==> src/rtl/axi_rd_arbiter_if.sv <==
// -----------------------------------------------------------------------------
// axi_rd_arbiter_if
// AXI4 read-address / read-data channel bundle between the read arbiter and
// the SoC AXI master port.
//   master modport : arbiter side (drives AR payload/arvalid and rready)
//   slave  modport : interconnect side (drives arready and the R channel)
// -----------------------------------------------------------------------------
interface axi_rd_arbiter_if #(
    parameter int ID_WIDTH = 4
);
    // AR channel
    logic [ID_WIDTH-1:0] arid;
    logic [31:0]         araddr;
    logic [7:0]          arlen;
    logic [2:0]          arsize;
    logic [1:0]          arburst;
    logic                arvalid;
    logic                arready;
    // R channel
    logic [ID_WIDTH-1:0] rid;
    logic [31:0]         rdata;
    logic [1:0]          rresp;
    logic                rlast;
    logic                rvalid;
    logic                rready;

    modport master (
        output arid, araddr, arlen, arsize, arburst, arvalid,
        input  arready,
        input  rid, rdata, rresp, rlast, rvalid,
        output rready
    );

    modport slave (
        input  arid, araddr, arlen, arsize, arburst, arvalid,
        output arready,
        output rid, rdata, rresp, rlast, rvalid,
        input  rready
    );
endinterface

==> src/rtl/axi_rd_arbiter.sv <==
// -----------------------------------------------------------------------------
// axi_rd_arbiter
// Shares one AXI4 read channel between four requesters:
//   0 dsram (uncached data), 1 dcache refill, 2 isram (uncached fetch),
//   3 icache refill. Lower index has higher priority, except that after
//   STARVE_LIMIT consecutive data-side grants a waiting instruction-side
//   requester wins. Only one transaction is outstanding at a time. Requests
//   whose line matches the line currently being written back are held off.
// Ports:
//   i_clk, i_rst            clock, asynchronous active-high reset
//   i_req_valid/addr/len/size  per-requester request (packed, 32/8/3 bits each)
//   o_req_ready             one-cycle accept pulse per requester
//   o_rvalid/o_rdata/o_rlast/o_rerr  read beat returned to the owner
//   i_write_process/i_write_addr     writeback-in-flight line for hazard check
//   axi                     AXI AR/R master port
// -----------------------------------------------------------------------------
module axi_rd_arbiter #(
    parameter int NREQ             = 4,
    parameter int LINE_BYTE_OFFSET = 6,
    parameter int STARVE_LIMIT     = 4,
    parameter int ID_WIDTH         = 4
) (
    input  logic                 i_clk,
    input  logic                 i_rst,
    input  logic [NREQ-1:0]      i_req_valid,
    input  logic [NREQ*32-1:0]   i_req_addr,
    input  logic [NREQ*8-1:0]    i_req_len,
    input  logic [NREQ*3-1:0]    i_req_size,
    output logic [NREQ-1:0]      o_req_ready,
    output logic [NREQ-1:0]      o_rvalid,
    output logic [31:0]          o_rdata,
    output logic                 o_rlast,
    output logic                 o_rerr,
    input  logic                 i_write_process,
    input  logic [31:0]          i_write_addr,
    axi_rd_arbiter_if.master     axi
);
    localparam int OWN_W  = (NREQ > 1) ? $clog2(NREQ) : 1;
    localparam int CNT_W  = $clog2(STARVE_LIMIT + 1);
    localparam int TAG_W  = 32 - LINE_BYTE_OFFSET;
    // Instruction-side requester indices (anti-starvation candidates)
    localparam int IDX_I0 = 2;
    localparam int IDX_I1 = 3;
    localparam logic [CNT_W-1:0] STARVE_MAX = CNT_W'(STARVE_LIMIT);

    typedef enum logic [1:0] {
        ST_IDLE = 2'd0,
        ST_AR   = 2'd1,
        ST_R    = 2'd2
    } state_t;

    state_t              state_r;
    state_t              state_next_s;
    logic [NREQ-1:0]     eligible_s;
    logic                any_s;
    logic                instr_elig_s;
    logic [OWN_W-1:0]    winner_s;
    logic                grant_s;
    logic                winner_instr_s;
    logic [31:0]         sel_addr_s;
    logic [7:0]          sel_len_s;
    logic [2:0]          sel_size_s;

    logic [31:0]         addr_r;
    logic [7:0]          len_r;
    logic [2:0]          size_r;
    logic [OWN_W-1:0]    owner_r;
    logic [CNT_W-1:0]    starve_r;

    logic [ID_WIDTH-1:0] arid_s;
    logic [31:0]         araddr_s;
    logic [7:0]          arlen_s;
    logic [2:0]          arsize_s;
    logic                arvalid_s;
    logic                rready_s;

    // rid is ignored (single outstanding transaction) and the in-line byte
    // offset of the writeback address plays no role in the line compare.
    logic                rid_unused_s;
    assign rid_unused_s = ^{axi.rid, i_write_addr[LINE_BYTE_OFFSET-1:0]};

    // Request eligibility: pending and not hitting the line under writeback
    always_comb begin
        eligible_s = '0;
        for (int k = 0; k < NREQ; k++) begin
            if (i_req_valid[k] && !(i_write_process &&
                (i_req_addr[32*k+LINE_BYTE_OFFSET +: TAG_W] ==
                 i_write_addr[31:LINE_BYTE_OFFSET]))) begin
                eligible_s[k] = 1'b1;
            end else begin
                eligible_s[k] = 1'b0;
            end
        end
    end

    // Winner select: lowest eligible index, overridden by the instruction
    // side once the data side has won STARVE_LIMIT times in a row
    always_comb begin
        any_s        = |eligible_s;
        instr_elig_s = eligible_s[IDX_I0] | eligible_s[IDX_I1];
        winner_s     = '0;
        for (int k = NREQ - 1; k >= 0; k--) begin
            if (eligible_s[k]) begin
                winner_s = OWN_W'(k);
            end else begin
                winner_s = winner_s;
            end
        end
        if ((starve_r == STARVE_MAX) && instr_elig_s) begin
            winner_s = eligible_s[IDX_I0] ? OWN_W'(IDX_I0) : OWN_W'(IDX_I1);
        end else begin
            winner_s = winner_s;
        end
        grant_s        = (state_r == ST_IDLE) && any_s;
        winner_instr_s = (winner_s == OWN_W'(IDX_I0)) || (winner_s == OWN_W'(IDX_I1));
    end

    // Request payload mux for the current winner
    always_comb begin
        sel_addr_s = 32'd0;
        sel_len_s  = 8'd0;
        sel_size_s = 3'd0;
        for (int k = 0; k < NREQ; k++) begin
            if (winner_s == OWN_W'(k)) begin
                sel_addr_s = i_req_addr[32*k +: 32];
                sel_len_s  = i_req_len[8*k +: 8];
                sel_size_s = i_req_size[3*k +: 3];
            end else begin
                sel_addr_s = sel_addr_s;
            end
        end
    end

    // FSM state register
    always_ff @(posedge i_clk or posedge i_rst) begin
        if (i_rst) begin
            state_r <= ST_IDLE;
        end else begin
            state_r <= state_next_s;
        end
    end

    // FSM next-state logic
    always_comb begin
        state_next_s = state_r;
        case (state_r)
            ST_IDLE: begin
                if (any_s) begin
                    state_next_s = ST_AR;
                end else begin
                    state_next_s = ST_IDLE;
                end
            end
            ST_AR: begin
                if (axi.arready) begin
                    state_next_s = ST_R;
                end else begin
                    state_next_s = ST_AR;
                end
            end
            ST_R: begin
                if (axi.rvalid && axi.rlast) begin
                    state_next_s = ST_IDLE;
                end else begin
                    state_next_s = ST_R;
                end
            end
            default: state_next_s = ST_IDLE;
        endcase
    end

    // FSM outputs; the R path is a zero-latency pass-through to the owner
    always_comb begin
        o_req_ready = '0;
        o_rvalid    = '0;
        o_rdata     = 32'd0;
        o_rlast     = 1'b0;
        o_rerr      = 1'b0;
        arid_s      = '0;
        araddr_s    = 32'd0;
        arlen_s     = 8'd0;
        arsize_s    = 3'd0;
        arvalid_s   = 1'b0;
        rready_s    = 1'b0;
        case (state_r)
            ST_IDLE: begin
                // Reset is asynchronous; keep the accept pulse quiet while it
                // is held even though arbitration inputs may be active.
                if (any_s && !i_rst) begin
                    for (int k = 0; k < NREQ; k++) begin
                        o_req_ready[k] = (winner_s == OWN_W'(k));
                    end
                end else begin
                    o_req_ready = '0;
                end
            end
            ST_AR: begin
                arvalid_s = 1'b1;
                araddr_s  = addr_r;
                arlen_s   = len_r;
                arsize_s  = size_r;
                arid_s    = ID_WIDTH'(owner_r);
            end
            ST_R: begin
                rready_s          = 1'b1;
                o_rvalid[owner_r] = axi.rvalid;
                o_rdata           = axi.rdata;
                o_rlast           = axi.rlast && axi.rvalid;
                o_rerr            = axi.rvalid && (axi.rresp != 2'b00);
            end
            default: begin
                rready_s = 1'b0;
            end
        endcase
    end

    // Latch the winning request so the AR payload stays stable under backpressure
    always_ff @(posedge i_clk or posedge i_rst) begin
        if (i_rst) begin
            addr_r  <= 32'd0;
            len_r   <= 8'd0;
            size_r  <= 3'd0;
            owner_r <= '0;
        end else if (grant_s) begin
            addr_r  <= sel_addr_s;
            len_r   <= sel_len_s;
            size_r  <= sel_size_s;
            owner_r <= winner_s;
        end
    end

    // Count data-side grants made while an instruction request was waiting
    always_ff @(posedge i_clk or posedge i_rst) begin
        if (i_rst) begin
            starve_r <= '0;
        end else if (grant_s) begin
            if (winner_instr_s) begin
                starve_r <= '0;
            end else if ((i_req_valid[IDX_I0] || i_req_valid[IDX_I1]) &&
                         (starve_r != STARVE_MAX)) begin
                starve_r <= starve_r + CNT_W'(1);
            end
        end
    end

    assign axi.arid    = arid_s;
    assign axi.araddr  = araddr_s;
    assign axi.arlen   = arlen_s;
    assign axi.arsize  = arsize_s;
    assign axi.arburst = 2'b01;
    assign axi.arvalid = arvalid_s;
    assign axi.rready  = rready_s;

endmodule

==> src/flat_wrapper.sv <==
// flat-port wrapper written by rule: the top's interface ports become plain ports
module axi_rd_arbiter_flat 
#(
    parameter int NREQ             = 4,
    parameter int LINE_BYTE_OFFSET = 6,
    parameter int STARVE_LIMIT     = 4,
    parameter int ID_WIDTH         = 4
)
  (i_clk, i_rst, i_req_valid, i_req_addr, i_req_len, i_req_size, o_req_ready, o_rvalid, o_rdata, o_rlast, o_rerr, i_write_process, i_write_addr, axi_arid, axi_araddr, axi_arlen, axi_arsize, axi_arburst, axi_arvalid, axi_arready, axi_rid, axi_rdata, axi_rresp, axi_rlast, axi_rvalid, axi_rready);
  axi_rd_arbiter_if #(.ID_WIDTH(ID_WIDTH)) axi_i ();
  input  logic i_clk;
  input  logic i_rst;
  input  logic [NREQ-1:0] i_req_valid;
  input  logic [NREQ*32-1:0] i_req_addr;
  input  logic [NREQ*8-1:0] i_req_len;
  input  logic [NREQ*3-1:0] i_req_size;
  output logic [NREQ-1:0] o_req_ready;
  output logic [NREQ-1:0] o_rvalid;
  output logic [31:0] o_rdata;
  output logic o_rlast;
  output logic o_rerr;
  input  logic i_write_process;
  input  logic [31:0] i_write_addr;
  output wire logic [$bits(axi_i.arid)-1:0] axi_arid;
  output wire logic [$bits(axi_i.araddr)-1:0] axi_araddr;
  output wire logic [$bits(axi_i.arlen)-1:0] axi_arlen;
  output wire logic [$bits(axi_i.arsize)-1:0] axi_arsize;
  output wire logic [$bits(axi_i.arburst)-1:0] axi_arburst;
  output wire logic [$bits(axi_i.arvalid)-1:0] axi_arvalid;
  input wire logic [$bits(axi_i.arready)-1:0] axi_arready;
  input wire logic [$bits(axi_i.rid)-1:0] axi_rid;
  input wire logic [$bits(axi_i.rdata)-1:0] axi_rdata;
  input wire logic [$bits(axi_i.rresp)-1:0] axi_rresp;
  input wire logic [$bits(axi_i.rlast)-1:0] axi_rlast;
  input wire logic [$bits(axi_i.rvalid)-1:0] axi_rvalid;
  output wire logic [$bits(axi_i.rready)-1:0] axi_rready;
  assign axi_arid = axi_i.arid;
  assign axi_araddr = axi_i.araddr;
  assign axi_arlen = axi_i.arlen;
  assign axi_arsize = axi_i.arsize;
  assign axi_arburst = axi_i.arburst;
  assign axi_arvalid = axi_i.arvalid;
  assign axi_i.arready = axi_arready;
  assign axi_i.rid = axi_rid;
  assign axi_i.rdata = axi_rdata;
  assign axi_i.rresp = axi_rresp;
  assign axi_i.rlast = axi_rlast;
  assign axi_i.rvalid = axi_rvalid;
  assign axi_rready = axi_i.rready;
  axi_rd_arbiter #(.NREQ(NREQ), .LINE_BYTE_OFFSET(LINE_BYTE_OFFSET), .STARVE_LIMIT(STARVE_LIMIT), .ID_WIDTH(ID_WIDTH)) u_core (.i_clk(i_clk), .i_rst(i_rst), .i_req_valid(i_req_valid), .i_req_addr(i_req_addr), .i_req_len(i_req_len), .i_req_size(i_req_size), .o_req_ready(o_req_ready), .o_rvalid(o_rvalid), .o_rdata(o_rdata), .o_rlast(o_rlast), .o_rerr(o_rerr), .i_write_process(i_write_process), .i_write_addr(i_write_addr), .axi(axi_i));
endmodule
==> config.mk <==
export PLATFORM = sky130hd
export DESIGN_NAME = axi_rd_arbiter_flat
export DESIGN_NICKNAME = d
export VERILOG_FILES = /design/src/rtl/axi_rd_arbiter_if.sv /design/src/rtl/axi_rd_arbiter.sv /design/src/flat_wrapper.sv
export SDC_FILE = /design/constraint.sdc
export NUM_CORES = 1
export LEC_CHECK = 0
export ABC_CLOCK_PERIOD_IN_PS = 11000
export BUFFER_PORTS_ARGS = -buffer_cell sky130_fd_sc_hd__buf_2
export CAP_MARGIN = 10
export CORE_AREA = 2 2 134 136
export DETAILED_ROUTE_END_ITERATION = 10
export DIE_AREA = 0 0 136 138
export PLACE_DENSITY = 0.68
export SLEW_MARGIN = 20
export SYNTH_ARGS = -nofsm -noshare
export SYNTH_HDL_FRONTEND = slang
export SYNTH_SLANG_ARGS = --single-unit
==> constraint.sdc <==
create_clock -name i_clk -period 11 [get_ports i_clk]
set_input_delay 2.2 -clock i_clk [delete_from_list [all_inputs] [get_ports i_clk]]
set_output_delay 2.2 -clock i_clk [all_outputs]
set_load 0.005 [all_outputs]
# Word level (Yosys, flattened, before mapping)

Index checks and enable logic that the tools add are counted.

Add/sub/neg operators: 1
Magnitude comparators: 2
Equality and inequality tests: 11
Mux-type cells: 42
Bitwise logic cells: 2
Reduce and logical (&&, ||, !) cells: 28

Operator list:

| kind                                                       | count |
|---|---|
| two-way mux 32 bit                                         | 6 |
| equality test 26 bit                                       | 4 |
| two-way mux 8 bit                                          | 5 |
| two-way mux 3 bit                                          | 7 |
| two-way mux 2 bit                                          | 8 |
| logical AND 1 bit                                          | 15 |
| two-way mux 4 bit                                          | 3 |
| two-way mux 1 bit                                          | 11 |
| equality test 2 bit, second input constant                 | 3 |
| case mux 2 bit (3 select lines)                            | 1 |
| logical NOT 1 bit                                          | 5 |
| AND 4 bit                                                  | 1 |
| equality test 2 x 1 -> 1 bit, second input constant        | 2 |
| logical NOT 2 bit                                          | 2 |
| nonzero test 2 bit                                         | 2 |
| OR reduction 4 bit                                         | 1 |
| adder 3 x 1 -> 3 bit, second input constant                | 1 |
| equality test 3 bit, second input constant                 | 1 |
| less-than comparator 2 x 3 -> 1 bit, second input constant | 1 |
| inequality test 3 bit, second input constant               | 1 |
| demux 1 bit (select 2 bit)                                 | 1 |
| >= comparator 2 x 1 -> 1 bit, second input constant        | 1 |
| logical OR 1 bit                                           | 2 |
| AND reduction 2 bit                                        | 1 |
| bitwise OR 1 bit                                           | 1 |

Flip-flop bits (word level): 50
Input port bits: 252
Output and inout bits: 93
Word-level logic and storage cells: 92

# Longest topological paths before layout

Depth after elaboration: 15
Gate-level depth with buffers: 11
Gate-level depth less buffers: 9

# Worst setup path before layout

OpenSTA, ideal clock, no wires.

Path kind: input to output
Start point: in i_write_addr[22]
End point: out o_req_ready[1]
Arrival: 4.457 ns
Data required time: 8.800 ns
Setup slack: 4.343 ns
Stages: 11
Path buffers: 3
Cell sequence: clkbuf_1 xnor2_1 nand4_1 or4_1 o41ai_2 a21oi_1 and3b_1 buf_4 buf_4 nand2_1 nor2_1

Cells in the longest elaborated chain, start to end: 13
Elaborated cells on any way between the ends: 33
Those cells by class: eq/ne (5); mux (12); bitwise (1); reduce/logical (15)

Ends and longest elaborated chain:

| item                           | line                  | source |
|---|---|---|
| from (decl)                    | flat_wrapper.sv:23    | `input logic [31:0] i_write_addr;` |
| equality test 26 bit           | axi_rd_arbiter.sv:87  | `(i_req_addr[32*k+LINE_BYTE_OFFSET +: TAG_W] ==` |
| logical AND 1 bit              | axi_rd_arbiter.sv:86  | `if (i_req_valid[k] && !(i_write_process &&` |
| logical NOT 1 bit              | axi_rd_arbiter.sv:86  |  |
| logical AND 1 bit              | axi_rd_arbiter.sv:86  |  |
| two-way mux 1 bit              | axi_rd_arbiter.sv:86  |  |
| two-way mux 2 bit (4 in a row) | axi_rd_arbiter.sv:103 | `if (eligible_s[k]) begin` |
| two-way mux 2 bit              | axi_rd_arbiter.sv:109 | `if ((starve_r == STARVE_MAX) && instr_elig_s) begin` |
| equality test 2 x 1 -> 1 bit   | axi_rd_arbiter.sv:191 | `o_req_ready[k] = (winner_s == OWN_W'(k));` |
| two-way mux 4 bit *            | axi_rd_arbiter.sv:189 | `if (any_s && !i_rst) begin` |
| two-way mux 4 bit *            | axi_rd_arbiter.sv:185 | `case (state_r)` |
| to (decl)                      | flat_wrapper.sv:17    | `output logic [NREQ-1:0] o_req_ready;` |

Every way passes the cells marked *; elsewhere a longest branch is shown, timed or not.

# Worst setup path after layout

Start point: in i_write_addr[7]
End point: out o_req_ready[2]

Cells in the longest elaborated chain, start to end: 13
Elaborated cells on any way between the ends: 33
Those cells by class: eq/ne (5); mux (12); bitwise (1); reduce/logical (15)

Ends and longest elaborated chain:

| item                           | line |
|---|---|
| equality test 26 bit           | axi_rd_arbiter.sv:87 |
| logical AND 1 bit              | axi_rd_arbiter.sv:86 |
| logical NOT 1 bit              | axi_rd_arbiter.sv:86 |
| logical AND 1 bit              | axi_rd_arbiter.sv:86 |
| two-way mux 1 bit              | axi_rd_arbiter.sv:86 |
| two-way mux 2 bit (4 in a row) | axi_rd_arbiter.sv:103 |
| two-way mux 2 bit              | axi_rd_arbiter.sv:109 |
| equality test 2 bit            | axi_rd_arbiter.sv:191 |
| two-way mux 4 bit *            | axi_rd_arbiter.sv:189 |
| two-way mux 4 bit *            | axi_rd_arbiter.sv:185 |

Marked as above.

==> run_results.csv <==
group,metric,value,unit
route,drcViolationCount,0,
logic_synthesis,synth_top_cell_area_share,0.246,
timing,finClkSkew,0.00652,ns
floorplan,die_height,138,um
clock_network,cts_tree,"built",
status,status,"completed",
route,ant_nets,0,
timing,hold_viol_final,0,
placed_design,place_hpwl,17.6,mm
timing,fin_crit,7.33,ns
floorplan,pin_count,345,
global_routing,grt-ovfl-total,0,
route,drt_iter0_markers,342,
layout,layout-drive-gt1-share,0.467,
layout,utilization,0.393,
clock_network,clock_latency,0.30,ns
power_and_ir_drop,power.leakage,3.45,nW
layout,multi_input_area,3470,um^2
route,wl_per_cell,20.8,um
logic_synthesis,yosys-top-cells-area,"dfrtp_1 25%, xnor2_1 18%, and2_1 9.3%, o211ai_2 8.6%, mux2i_1 8.5%",
clock_network,root_buffer,"clkbuf_16",
logic_synthesis,yosysSeqAreaShare,0.246,
global_routing,antenna_found_initial,5,
floorplan,core.rowCount,49,
route,wirelength,22.4,mm
floorplan,initial_core_util,0.290,
timing,drv_slew,0,
worst_setup_path,end_kind,"output port",
power_and_ir_drop,pwr_density_cell,183,nW/um^2
timing,grt_setup_unrepaired,"false",
logic_synthesis,ys_warn_count,0,
worst_setup_path,start_kind,"input port",
timing,timing.slew.headroom,0.241,
route,first_pass_iters,5,
global_routing,grt_pass1_vias,5262,
placed_design,dp_cells,1064,
logic_synthesis,ys_ff_latch,50,
route,vias,5428,
layout,syn_to_final_growth,35.3,%
logic_synthesis,synthCells,564,
clock_network,clkSlewWorstSetupHoldPaths,0.07,ns
clock_network,cts_sinks,50,
timing,fin_crit_sh,0.666,
min_path,hold_class,"reg -> reg",
global_routing,grt_pass1_wl,31.6,mm
placed_design,buffer_ports.inserted,330,
clock_network,htreeDepth,2,
worst_setup_path,worstPathRequired,8.80,ns
power_and_ir_drop,ir_worst_vdd,0.000113,V
global_routing,grt_usage,0.227,
worst_setup_path,critPathMaxFanout,29,
layout,finalNonFillerCells,1074,
clock_network,cts.repair.resized,0,
logic_synthesis,synth_edf_count,0,
placed_design,gp_congestion,0.809,
floorplan,coreArea,17500,um^2
run,drv_cap,0,
layout,regArea,1250,um^2
worst_setup_path,path_class,"in -> out",
logic_synthesis,synth_flop_cell,"dfrtp_1",
route,drt-vias-per-instance,5.05,
clock_network,cts_hold_buf,0,
timing,fmax,0.136,GHz
clock_network,cts_made_buffers,5,
logic_synthesis,avgSynthCellArea,9.03,um^2
floorplan,dieArea,18800,um^2
clock_network,cts_setup_buffers,0,
power_and_ir_drop,power.total,1.26,mW
timing,tns,0,ns
layout,fillers,1840,
timing,worst_slew_pin_slew,1.14,ns
clock_network,clock_path_buffers,2,
timing,setup_viol,0,
global_routing,grt_max_degree,51,
layout,nNetsFinal,1096,
worst_setup_path,cp.arrival,5.13,ns
logic_synthesis,synth.distinct_cells,45,
floorplan,die_x,136,um
logic_synthesis,yosys.area.top_type,"dfrtp_1",
logic_synthesis,async_reset_ff_frac,1.00,
logic_synthesis,syn-cell-area,5090,um^2
[report_power, final]
part	internal, mW	switching [mW]	total [mW]
combinational	0.332	0.437	0.769
clock	0.0907	0.0764	0.167
sequential	0.274	0.0503	0.325
[kinds of logic after synthesis]
group                      after synthesis  share of synthesized area
muxes                                   43                     0.0845
buffers and inverters                   74                     0.0789
DFF                                     50                      0.246
other                                    2                    0.00148
xor gates and xnor gates               104                      0.179
and+or+nand+nor                        181                      0.205
AOI/OAI and AO/OA                      108                      0.200
adders and majority gates                2                    0.00491
[Yosys cell counts (all sizes together), types with 3 or more instances]
cell type / n
nand3: 48
a22oi: 44
o211ai: 43
and3: 3
o41ai: 3
nor2: 8
mux2i: 43
and2: 76
buf: 41
nand4: 24
or4: 3
nor3: 4
nand2: 9
clkbuf: 27
dfrtp: 50
inv: 6
o21ai: 4
xnor2: 104
[metal layers]
layer	vias up	GRT usage	part of all wire
li1	2544	-	-
met1	2586	0.283	0.41
met2	272	0.397	0.50
met3	22	0.0429	0.075
met4	4	0.0641	0.014
met5	-	0	0.0012
[registers in the layout, indices dropped and copies added (netlist names)]
| name | count |
|---|---|
| u_core.owner_r | 2 |
| u_core.state_r | 2 |
| u_core.addr_r | 32 |
| u_core.size_r | 3 |
| u_core.starve_r | 3 |
| u_core.len_r | 8 |
[final cells by class]
cell class                      count  share of cell area
Timing Repair Buffer              337               0.247
Multi-Input combinational cell    442               0.504
Antenna cell                        2            0.000727
Clock buffer                        7              0.0207
Clock inverter                      1            0.000727
Inverter                            6             0.00327
Sequential cell                    50               0.182
Tap cell                          229              0.0416
[metrics by stage]
step	instance area [um^2]	setup slack (ns)	hold slack, ns
floorplan	5100	4.34	0.450
global placement	6730	3.69	0.470
detailed placement	6730	3.68	0.485
CTS	6880	3.67	0.497
global route	6890	3.51	0.522
finish	6890	3.67	0.500
[worst max-delay path, stage by stage]
cell	delay (ns)
buf_2	0.14
xnor2_1	0.32
nand4_1	0.25
or4_4	0.61
o41ai_2	0.44
o22ai_1	0.16
a22oi_2	0.16
buf_4	0.42
nor3b_1	0.23
buf_2	0.15
[cells in the final DEF (no fill, tap or decap), drive strengths merged, types with 3 or more instances in the layout]
cell type	Yosys	layout
and3	3	3
nor3	4	4
xnor2	104	104
dfrtp	50	50
inv	6	6
o41ai	3	3
nand4	24	24
nand2	9	9
o21ai	4	4
nand3	48	48
nor2	8	8
conb	2	4
mux2i	43	43
o211ai	43	43
clkbuf	27	7
and2	76	76
or4	3	3
a22oi	44	44
buf	41	337
[final timing paths]
kind / from / to / slack (ns) / cells past startpoint
max: i_write_addr[7] / o_req_ready[2] / 3.67 / 10
min reg2reg: u_core.starve_r[2] / u_core.starve_r[2] / 0.50 / 1
max reg2reg: u_core.starve_r[0] / u_core.addr_r[14] / 8.00 / 11
min: u_core.starve_r[2] / u_core.starve_r[2] / 0.50 / 1
min in group asynchronous: i_rst / u_core.len_r[5] / 2.18 / 3
max in group asynchronous: i_rst / u_core.starve_r[0] / 8.29 / 3
No activity file was read; power rests on OpenSTA's default activity.
